$ cat src/rtl/nn_argmax_stage.sv
// Argmax stage: collects M signed elements over valid/ready, emits (index, value) of the maximum.
// Optional macro NN_ARGMAX_TIE_LAST_EN: ties resolve to the last equal element instead of the first.
module nn_argmax_stage #(
    parameter  int T  = 16,
    parameter  int M  = 4,
    localparam int IW = $clog2(M > 1 ? M : 2)
) (
    input  logic          clk,
    input  logic          reset,
    input  logic          s_valid,
    output logic          s_ready,
    input  logic [T-1:0]  data_in,
    output logic          m_valid,
    input  logic          m_ready,
    output logic [IW-1:0] idx_out,
    output logic [T-1:0]  max_out
);

    typedef enum logic {COLLECT, OUTPUT} state_t;

    state_t        state_q, state_d;
    logic [IW-1:0] elem_cnt_q, elem_cnt_d;
    logic [T-1:0]  best_val_q, best_val_d;
    logic [IW-1:0] best_idx_q, best_idx_d;
    logic [IW-1:0] idx_out_q, idx_out_d;
    logic [T-1:0]  max_out_q, max_out_d;

    logic          accept;
    logic          last_elem;
    logic          better;
    logic          take;
    logic [T-1:0]  win_val;
    logic [IW-1:0] win_idx;

    assign s_ready = ~reset & (state_q == COLLECT);
    assign m_valid = (state_q == OUTPUT);
    assign idx_out = idx_out_q;
    assign max_out = max_out_q;

    // The winner including the current element, so element M-1 can win directly into the outputs.
    always_comb begin
        accept    = s_valid & s_ready;
        last_elem = (elem_cnt_q == IW'(M - 1));
`ifdef NN_ARGMAX_TIE_LAST_EN
        better    = ($signed(data_in) >= $signed(best_val_q));
`else
        better    = ($signed(data_in) > $signed(best_val_q));
`endif
        take      = (elem_cnt_q == '0) | better;
        win_val   = take ? data_in : best_val_q;
        win_idx   = take ? elem_cnt_q : best_idx_q;
    end

    always_comb begin
        state_d    = state_q;
        elem_cnt_d = elem_cnt_q;
        best_val_d = best_val_q;
        best_idx_d = best_idx_q;
        idx_out_d  = idx_out_q;
        max_out_d  = max_out_q;

        case (state_q)
            COLLECT: begin
                if (accept) begin
                    best_val_d = win_val;
                    best_idx_d = win_idx;
                    if (last_elem) begin
                        elem_cnt_d = '0;
                        idx_out_d  = win_idx;
                        max_out_d  = win_val;
                        state_d    = OUTPUT;
                    end else begin
                        elem_cnt_d = elem_cnt_q + IW'(1);
                    end
                end
            end
            OUTPUT: begin
                if (m_ready) begin
                    state_d = COLLECT;
                end
            end
            default: state_d = COLLECT;
        endcase
    end

    always_ff @(posedge clk) begin
        if (reset) begin
            state_q    <= COLLECT;
            elem_cnt_q <= '0;
            best_val_q <= '0;
            best_idx_q <= '0;
            idx_out_q  <= '0;
            max_out_q  <= '0;
        end else begin
            state_q    <= state_d;
            elem_cnt_q <= elem_cnt_d;
            best_val_q <= best_val_d;
            best_idx_q <= best_idx_d;
            idx_out_q  <= idx_out_d;
            max_out_q  <= max_out_d;
        end
    end

endmodule

$ cat config.mk
export PLATFORM = sky130hd
export DESIGN_NAME = nn_argmax_stage
export DESIGN_NICKNAME = d
export VERILOG_FILES = /design/src/rtl/nn_argmax_stage.sv
export SDC_FILE = /design/constraint.sdc
export NUM_CORES = 1
export LEC_CHECK = 0
export ABC_AREA = 1
export BUFFER_PORTS_ARGS = -buffer_cell sky130_fd_sc_hd__buf_2
export CORE_ASPECT_RATIO = 0.5
export CORE_MARGIN = 2
export CORE_UTILIZATION = 57
export CTS_CLUSTER_DIAMETER = 30
export DETAILED_ROUTE_END_ITERATION = 12
export GPL_TIMING_DRIVEN = 0
export PLACE_DENSITY_LB_ADDON = 0.3
export SYNTH_ARGS = -nofsm -noshare
export SYNTH_HDL_FRONTEND = slang
export SYNTH_SLANG_ARGS = --single-unit
export TNS_END_PERCENT = 5
$ cat constraint.sdc
create_clock -name clk -period 6.4 [get_ports clk]
set_clock_uncertainty 0.2 [all_clocks]
set_input_delay 1.28 -clock clk [delete_from_list [all_inputs] [get_ports clk]]
set_output_delay 1.28 -clock clk [all_outputs]
set_load 0.02 [all_outputs]
# ---- Word-level counts from Yosys, hierarchy flattened
# Cells that the tools add are included.
dict set report classes {
  div_mod_pow 0
  magnitude_cmp 1
  muxes 7
  bitwise_logic 5
  addsub 1
  n_reduce_logical 3
  shift 0
  mul 0
  eq_ne 1
}
# cell count
set op_table {}
lappend op_table {{$gt A16 B16 Y1} 1}
lappend op_table {{$mux W16} 1}
lappend op_table {{$mux W2} 2}
lappend op_table {{$mux W1} 3}
lappend op_table {{$reduce_and A3 Y1} 1}
lappend op_table {{$add A2 B1 Y2 const B} 1}
lappend op_table {{$and A1 B1 Y1} 2}
lappend op_table {{$eq A2 B2 Y1 const B} 1}
lappend op_table {{$logic_not A2 Y1} 1}
lappend op_table {{$not A1 Y1} 2}
lappend op_table {{$pmux W1 S2} 1}
lappend op_table {{$reduce_and A2 Y1} 1}
lappend op_table {{$or A1 B1 Y1} 1}
dict set report totals {
  mem_bits_rw 0
  n_memories 0
  register_bits 39
  out_inout_bits 20
  rom_bits 0
  word_cells 24
  latchBits 0
}

# ---- Logic depth before layout (Yosys ltp)
# Gate-level depths: netlist (run 1).
dict set report logic_depth {
  ltp_word 5
  depth_mapped 20
  mapped_depth_nobuf 19
}

# ---- Worst setup path before layout (run 1)
# OpenSTA, ideal clock, no wires.
dict set report synth_timing {
  path_kind {input to output}
  from {input reset}
  to {output s_ready}
  path_slack_ns 3.318
  arrival_time_ns 1.602
  n_path_buf 0
  stages 1
  cell_sequence {nor2_1}
}
dict set report synth_via {
  elab_chain_len 2
}
# element line_no
set synth_rtl {}
lappend synth_rtl {{start, declared} 9} ;# input logic reset,
lappend synth_rtl {{$not A1 Y1} 35} ;# assign s_ready = ~reset & (state_q == COLLECT);
lappend synth_rtl {{$and A1 B1 Y1} 35}
lappend synth_rtl {{end, declared} 11} ;# output logic s_ready,
# No other way between the ends.

# ---- Worst setup path in the final report (run 1)
# Same ends and word-level chain as after synthesis.

==> metrics.log, run 1 <==
INFO  metric die_area = approximately 0.0048 mm2
INFO  metric n_antenna_cell = 0
INFO  metric cts-buffers-inserted = 5
INFO  metric timing.final.setup_violations = 0
INFO  metric critical_path_end_type = output pin
INFO  metric met2_wire_length = around 2900 um
INFO  metric grt_setup_unrepaired = false
INFO  metric timing.setup.critical_path_class = input pin to output pin
INFO  metric post_cts.repair.setup_buffers = 0
INFO  metric critical_path.n_buffers_inverters = 2
INFO  metric gp_congestion = 0.862
INFO  metric worst_ep_arrival_time = approximately 1.7 ns
INFO  metric outcome = completed
INFO  metric cts.repair.resized = 0
INFO  metric routed_via_density = between 5 and 6
INFO  metric synthesis.area = between 0.002 and 0.0025 mm2
INFO  metric layout_commonest_cell = inv_1
INFO  metric max_stage_delay = between 0.15 and 0.2 ns
INFO  metric nFillCells = roughly 350
INFO  metric first_global_vias = between 2000 and 2500
INFO  metric power.density = between 200 and 300 mW/mm2
INFO  metric wire_per_inst = between 10 and 15 um
INFO  metric routed-wl-met3 = just under 500 um
INFO  metric wl = 6090 um
INFO  metric worst_slew_pin_slew = ~0.6 ns
INFO  metric antenna_violating_nets_post_route = 0
INFO  metric slew_headroom = roughly three fifths
INFO  metric detail_route.wirelength.met1 = 2640 um
INFO  metric timing.final.crit_share = 49.6%
INFO  metric post_synth_main_area_contributors = dfxtp_1 33%, nand3_1 16%, inv_1 13%
INFO  metric crit_path_start_kind = input pin
INFO  metric crit_family = buffers and inverters
INFO  metric floorplan.io_pins = 40
INFO  metric clock_insertion_delay_worst_skew = 0.30 ns
INFO  metric detail_route.iter0.violations = about 220
INFO  metric firstDrtPassIters = 5
INFO  metric netlist_instances = 366
INFO  metric max-vdd-ir-drop = roughly 0.00012 V
INFO  metric cts_root_buffer = clkbuf_8
INFO  metric yosys_register_bits = 39
INFO  metric worst_path_max_delay_cell = buf_2
INFO  metric synth_largest_area_cell = dfxtp_1
INFO  metric clk_transition_reported_paths = ~0.080 ns
INFO  metric grt_first_pass_wirelength = ~10000 um
INFO  metric post_dp_cell_area = between 0.002 and 0.003 mm2
INFO  metric register_area = 781 um2
INFO  metric post-route-cell-area = about 0.0028 mm2
INFO  metric htreeDepth = 2
INFO  metric tritoncts_num_sinks = 39
INFO  metric multi_input_comb_area = around 0.0012 mm2
INFO  metric worstPathMaxFanout = 3
INFO  metric layout-drive-gt1-share = between 10% and 20%
INFO  metric hold_path.class = flip-flop to flip-flop
INFO  metric clockBufferDepth = 2
INFO  metric ys_seq_area_share = approximately a third
INFO  metric port_buffers = 39
INFO  metric detail_route.drc_violations = 0
INFO  metric dr.max_layer_used = met4
INFO  metric area.growth.synth_to_final = 16.5%
INFO  metric globalRoute.totalOverflow = 0
INFO  metric report.final.hold_viol_count = 0
INFO  metric final_cell_mix = 80 x inv_1, 75 x nand3_1, 74 x nand2_1, 39 x dfxtp_1, 39 x buf_2
INFO  metric critical_path.cell_chain = buf_2, nor2_1, buf_2
INFO  metric finish.net_count = 450
INFO  metric yosys.cell_types.count = 22
INFO  metric hold_buf_count_cts = 0
INFO  metric postSynthNetCount = around 400
INFO  metric initial_core_util = 60.5%
INFO  metric final.setup.tns = 0 ns
INFO  metric horiz_die_dim = about 96 um
INFO  metric timing.final.crit_period = 3.17 ns
INFO  metric synth_top_area_share = between 30% and 40%
INFO  metric timing.final.max_slew_violations = 0
INFO  metric hpwl = around 4400 um
INFO  metric grt_max_degree = 13
INFO  metric core_region_area = approximately 0.0040 mm2
INFO  metric cp_common_cell = buf_2
INFO  metric max_clock_freq = ~0.32 GHz
INFO  metric total_leakage_power = 0.00144 uW
INFO  metric globalRouteTotalUtil = 27.0%
INFO  metric num_vias = approximately 2500
INFO  metric mean_cell_area_of_the_mapped_netlist = between 6 and 7 um2
INFO  metric antenna_found_initial = 0
INFO  metric tritoncts = yes
INFO  metric ys_warn_count = 0
INFO  metric critPathRequiredTime = between 4 and 5 ns
INFO  metric drv.max_cap_violation_count = 0
INFO  metric placement_rows = 16
INFO  metric die_height = about 50 um
[per-layer routing]
layer / global-route usage [%] / up-vias
met2: 46.6 / 100
li1: - / 1241
met4: 5.48 / 0
met1: 35.5 / 1119
met5: 0 / -
met3: 5.05 / 15
[report_power, final]
group,switching [uW],internal (uW),total (uW)
logic,149,77.6,227
clock network,94.6,156,251
registers,10.7,262,273
[stage by stage]
stage / cells / util, % / setup WS [ns] / hold WS (ns) / total power, uW
floorplan: 366 / - / 3.32 / 0.255 / 441
global placement: 459 / 67.1 / 3.03 / 0.264 / 490
detailed placement: 459 / 67.1 / 2.96 / 0.270 / 500
CTS: 467 / 70.5 / 3.22 / 0.281 / 745
global route: 467 / 70.5 / 3.05 / 0.321 / 789
finish: 467 / 70.5 / 3.23 / 0.279 / 750
[worst register-to-register path, cell delays in order (launching register included)]
cell and delay [ns]:
dfxtp_1 0.34, inv_1 0.07, ha_1 0.34, a21oi_1 0.19, o21ai_0 0.10, a21oi_1 0.21, nand2_1 0.08, nand2_1 0.07
nand2_2 0.06, nand2_4 0.15, nand2_8 0.10, buf_6 0.17, nand2_1 0.07, nand3_1 0.08, nand2_1 0.10, inv_1 0.04
[state kept, by name (all words and copies together) (netlist names)]
register    cells
elem_cnt_q      2
m_valid         1
best_idx_q      2
idx_out         2
max_out        16
best_val_q     16
[path summary, 6_finish.rpt]
check,start,to,slack (ns),cells past startpoint
setup reg to reg,best_val_q[15]$_SDFFE_PP0P_,max_out[12]$_SDFFE_PP0P_,3.94,15
hold reg to reg,m_valid$_SDFF_PP0_,m_valid$_SDFF_PP0_,0.28,2
hold / removal,m_valid$_SDFF_PP0_,m_valid$_SDFF_PP0_,0.28,2
setup / recovery,reset,s_ready,3.23,3
[final cells by class]
class                   count  area share (%)
multi-input cells         228            43.4
flip-flops and latches     39            27.9
inverters                  82            11.0
repair buffers             39            6.99
plain buffers              17            3.49
clock buffers               6            2.60
well taps                  54            2.42
clock inverters             2            2.15
[cell usage after synthesis]
cell,n
nor3_1,1
nand4_1,2
ha_1,18
nor2_1,5
nand2_2,1
inv_2,2
buf_4,3
a21o_1,1
nand2_4,1
clkbuf_1,11
nand3_1,75
nor3_2,1
o21ai_1,11
dfxtp_1,39
nor2_2,1
or2_2,1
o21ai_0,10
a21oi_1,25
nand2_8,1
buf_6,3
nand2_1,74
inv_1,80
[cells by family after synthesis]
kind of cell / count (synthesis) / share of synthesized area [%]
adders and majority gates: 18 / 9.39
AOI/OAI and AO/OA: 47 / 9.91
DFF: 39 / 32.6
buffers and inverters: 99 / 16.9
and+or+nand+nor: 163 / 31.2
Power figures use the tool's default switching activity.
==> inputs of run 2 (changes only) <==
--- a/config.mk
+++ b/config.mk
@@ -9,7 +9,7 @@
 export BUFFER_PORTS_ARGS = -buffer_cell sky130_fd_sc_hd__buf_2
 export CORE_ASPECT_RATIO = 0.5
 export CORE_MARGIN = 2
-export CORE_UTILIZATION = 57
+export CORE_UTILIZATION = 56
 export CTS_CLUSTER_DIAMETER = 30
 export DETAILED_ROUTE_END_ITERATION = 12
 export GPL_TIMING_DRIVEN = 0
==> constraint.sdc (replaced) <==
create_clock -name clk -period 3 [get_ports clk]
set_clock_uncertainty 0.2 [all_clocks]
set_input_delay 0.6 -clock clk [delete_from_list [all_inputs] [get_ports clk]]
set_output_delay 0.6 -clock clk [all_outputs]
set_load 0.02 [all_outputs]
==> run 2 against run 1 <==
  * Die area increased by 1.7%
  * Combinational power increased by 120%
  * Cell area unchanged
  * Global-route usage decreased by 0.71 points
  * Hold slack got worse by 0.00079 ns
  * Register-to-register slack got worse by 3.4 ns
  * Via count increased by 1.1%
  * Worst setup slack got worse by 2.7 ns
  * Wire length increased by 0.13%
  * Non-clock buffer count unchanged
  * Power increased by 110%
  * Sequential power increased by 110%
  * Largest power group unchanged
==> metrics.log, run 2 (synthesis results as in run 1) <==
INFO  metric clock_insertion_delay_worst_skew = roughly 0.3 ns
INFO  metric max_clock_freq = 0.404 GHz
INFO  metric flop2flop_setup_slack = roughly 0.55 ns
INFO  metric grt_max_degree = 13
INFO  metric horiz_die_dim = ~97 um
INFO  metric layout_commonest_cell = inv_1
INFO  metric total_leakage_power = between 0.001 and 0.0015 uW
INFO  metric timing.final.crit_share = between 80% and 90%
INFO  metric wire_per_inst = roughly 13 um
INFO  metric tritoncts = yes
INFO  metric cts_root_buffer = clkbuf_8
INFO  metric critical_path_end_type = flip-flop
INFO  metric r2r-start = best_val_q[15]$_SDFFE_PP0P_
INFO  metric grt_first_pass_wirelength = around 9700 um
INFO  metric power.density = ~570 mW/mm2
INFO  metric final_util = 69.8%
INFO  metric timing.final.crit_period = between 2 and 2.5 ns
INFO  metric worst_ep_arrival_time = 2.47 ns
INFO  metric max-vdd-ir-drop = 0.000265 V
INFO  metric outcome = completed
INFO  metric clockPowerShare = 32.9%
INFO  metric placement_rows = 16
INFO  metric globalRoute.totalOverflow = 0
INFO  metric post-route-cell-area = between 0.002 and 0.003 mm2
INFO  metric nFillCells = 350
INFO  metric worst_hold_path_depth = 2
INFO  metric clockBufferDepth = 2
INFO  metric timing.final.max_slew_violations = 0
INFO  metric cp-startpoint = data_in[15]
INFO  metric port_buffers = 39
INFO  metric r2r_cells = 15
INFO  metric gp_congestion = between 0.8 and 0.9
INFO  metric switching_share = between 30% and 40%
INFO  metric firstDrtPassIters = 5
INFO  metric layout-drive-gt1-share = around 15%
INFO  metric final.setup.tns = 0 ns
INFO  metric hold_end = m_valid$_SDFF_PP0_
INFO  metric cts.repair.resized = 0
INFO  metric detail_route.drc_violations = 0
INFO  metric core_region_area = around 0.0040 mm2
INFO  metric antenna_found_initial = 0
INFO  metric initial_core_util = 59.9%
INFO  metric net-switching-power = about 540 uW
INFO  metric antenna_violating_nets_post_route = 0
INFO  metric grt_setup_unrepaired = false
INFO  metric detail_route.iter0.violations = roughly 190
INFO  metric sequentialPowerShare = about 36%
INFO  metric min-delay-start = m_valid$_SDFF_PP0_
INFO  metric tritoncts_num_sinks = 39
INFO  metric timing.setup.critical_path_class = input pin to flip-flop
INFO  metric htreeDepth = 2
INFO  metric num_vias = approximately 2500
INFO  metric globalRouteTotalUtil = between 20% and 30%
INFO  metric die_height = 50.3 um
INFO  metric slew_headroom = between 60% and 70%
INFO  metric hold_slack = 0.278 ns
INFO  metric first_global_vias = about 2200
INFO  metric n_antenna_cell = 0
INFO  metric crit_path_start_kind = input pin
INFO  metric hold_path.class = flip-flop to flip-flop
INFO  metric clk_transition_reported_paths = 0.08 ns
INFO  metric r2r_end = max_out[10]$_SDFFE_PP0P_
INFO  metric die_area = between 0.004 and 0.005 mm2
INFO  metric drv.max_cap_violation_count = 0
INFO  metric wl = 6090 um
INFO  metric hold_buf_count_cts = 0
INFO  metric internal-power = 1060 uW
INFO  metric timing.final.setup_violations = 0
INFO  metric floorplan.io_pins = 40
INFO  metric area.growth.synth_to_final = 16.5%
INFO  metric worst_slew_pin_slew = approximately 0.6 ns
INFO  metric finish.net_count = 450
INFO  metric final_cell_mix = 80 x inv_1, 75 x nand3_1, 74 x nand2_1, 39 x dfxtp_1, 39 x buf_2
INFO  metric power.combinational.fraction = around 30%
INFO  metric hpwl = 4280 um
INFO  metric report.final.hold_viol_count = 0
INFO  metric cts-buffers-inserted = 5
INFO  metric routed_via_density = approximately 5.4
INFO  metric worstPathMaxFanout = 10
INFO  metric post_cts.repair.setup_buffers = 0
INFO  metric post_dp_cell_area = about 0.0027 mm2
INFO  metric critPathRequiredTime = about 3 ns
-- run 2: cell counts in the layout (fill, tap and decap cells not counted) --
No cell type changed its count.
-- run 2: area by class of cell --
class | instances | area (um2) | area share (%)
timing repair buffer | 39 | 195 | 6.99
multi-input combinational | 228 | 1210 | 43.4
tap | 54 | 67.6 | 2.42
buffer | 17 | 97.6 | 3.49
clock buffer | 6 | 72.6 | 2.60
inverter | 82 | 308 | 11.0
clock inverter | 2 | 60.1 | 2.15
sequential | 39 | 781 | 27.9
-- run 2: per-stage QoR --
stage | total power [uW] | instances | setup WS, ns
after floorplan | 940 | 366 | 0.711
after global placement | 1050 | 459 | 0.312
after detailed placement | 1070 | 459 | 0.263
after CTS | 1600 | 467 | 0.580
after global routing | 1680 | 467 | 0.354
final | 1600 | 467 | 0.527
-- run 2: per-layer routing --
layer  track usage (%)  wire (um)  vias to the layer above
li1                  -          -                     1248
met1              32.6       2710                     1150
met2              45.7       2860                       93
met3              6.46        447                       12
met4              7.51         84                        0
met5                 0          0                        -
-- run 2: power by group through the flow --
stage	sequential [uW]	clock (uW)	combinational, uW
6_report	582	527	490
5_1_grt	586	552	542
4_1_cts	581	537	481
3_5_place_dp	593	0	473
3_3_place_gp	591	0	457
2_1_floorplan	593	0	347
-- run 2: how the worst max path moves through the flow --
stage | endpoint | slack (ns) | cells after the start
2_1_floorplan | max_out[4]$_SDFFE_PP0P_ | 0.71 | 14
3_3_place_gp | max_out[14]$_SDFFE_PP0P_ | 0.31 | 15
3_5_place_dp | max_out[12]$_SDFFE_PP0P_ | 0.26 | 15
4_1_cts | max_out[12]$_SDFFE_PP0P_ | 0.58 | 15
5_1_grt | max_out[10]$_SDFFE_PP0P_ | 0.35 | 15
6_report | max_out[10]$_SDFFE_PP0P_ | 0.53 | 15
-- run 2: critical path, stage by stage --
cell	delay, ns
buf_2	0.12
ha_1	0.35
a21oi_1	0.17
o21ai_0	0.09
a21oi_1	0.22
nand2_1	0.09
nand2_1	0.07
nand2_2	0.06
nand2_4	0.15
nand2_8	0.10
buf_6	0.17
nand2_1	0.06
nand3_1	0.09
nand2_1	0.10
inv_1	0.04
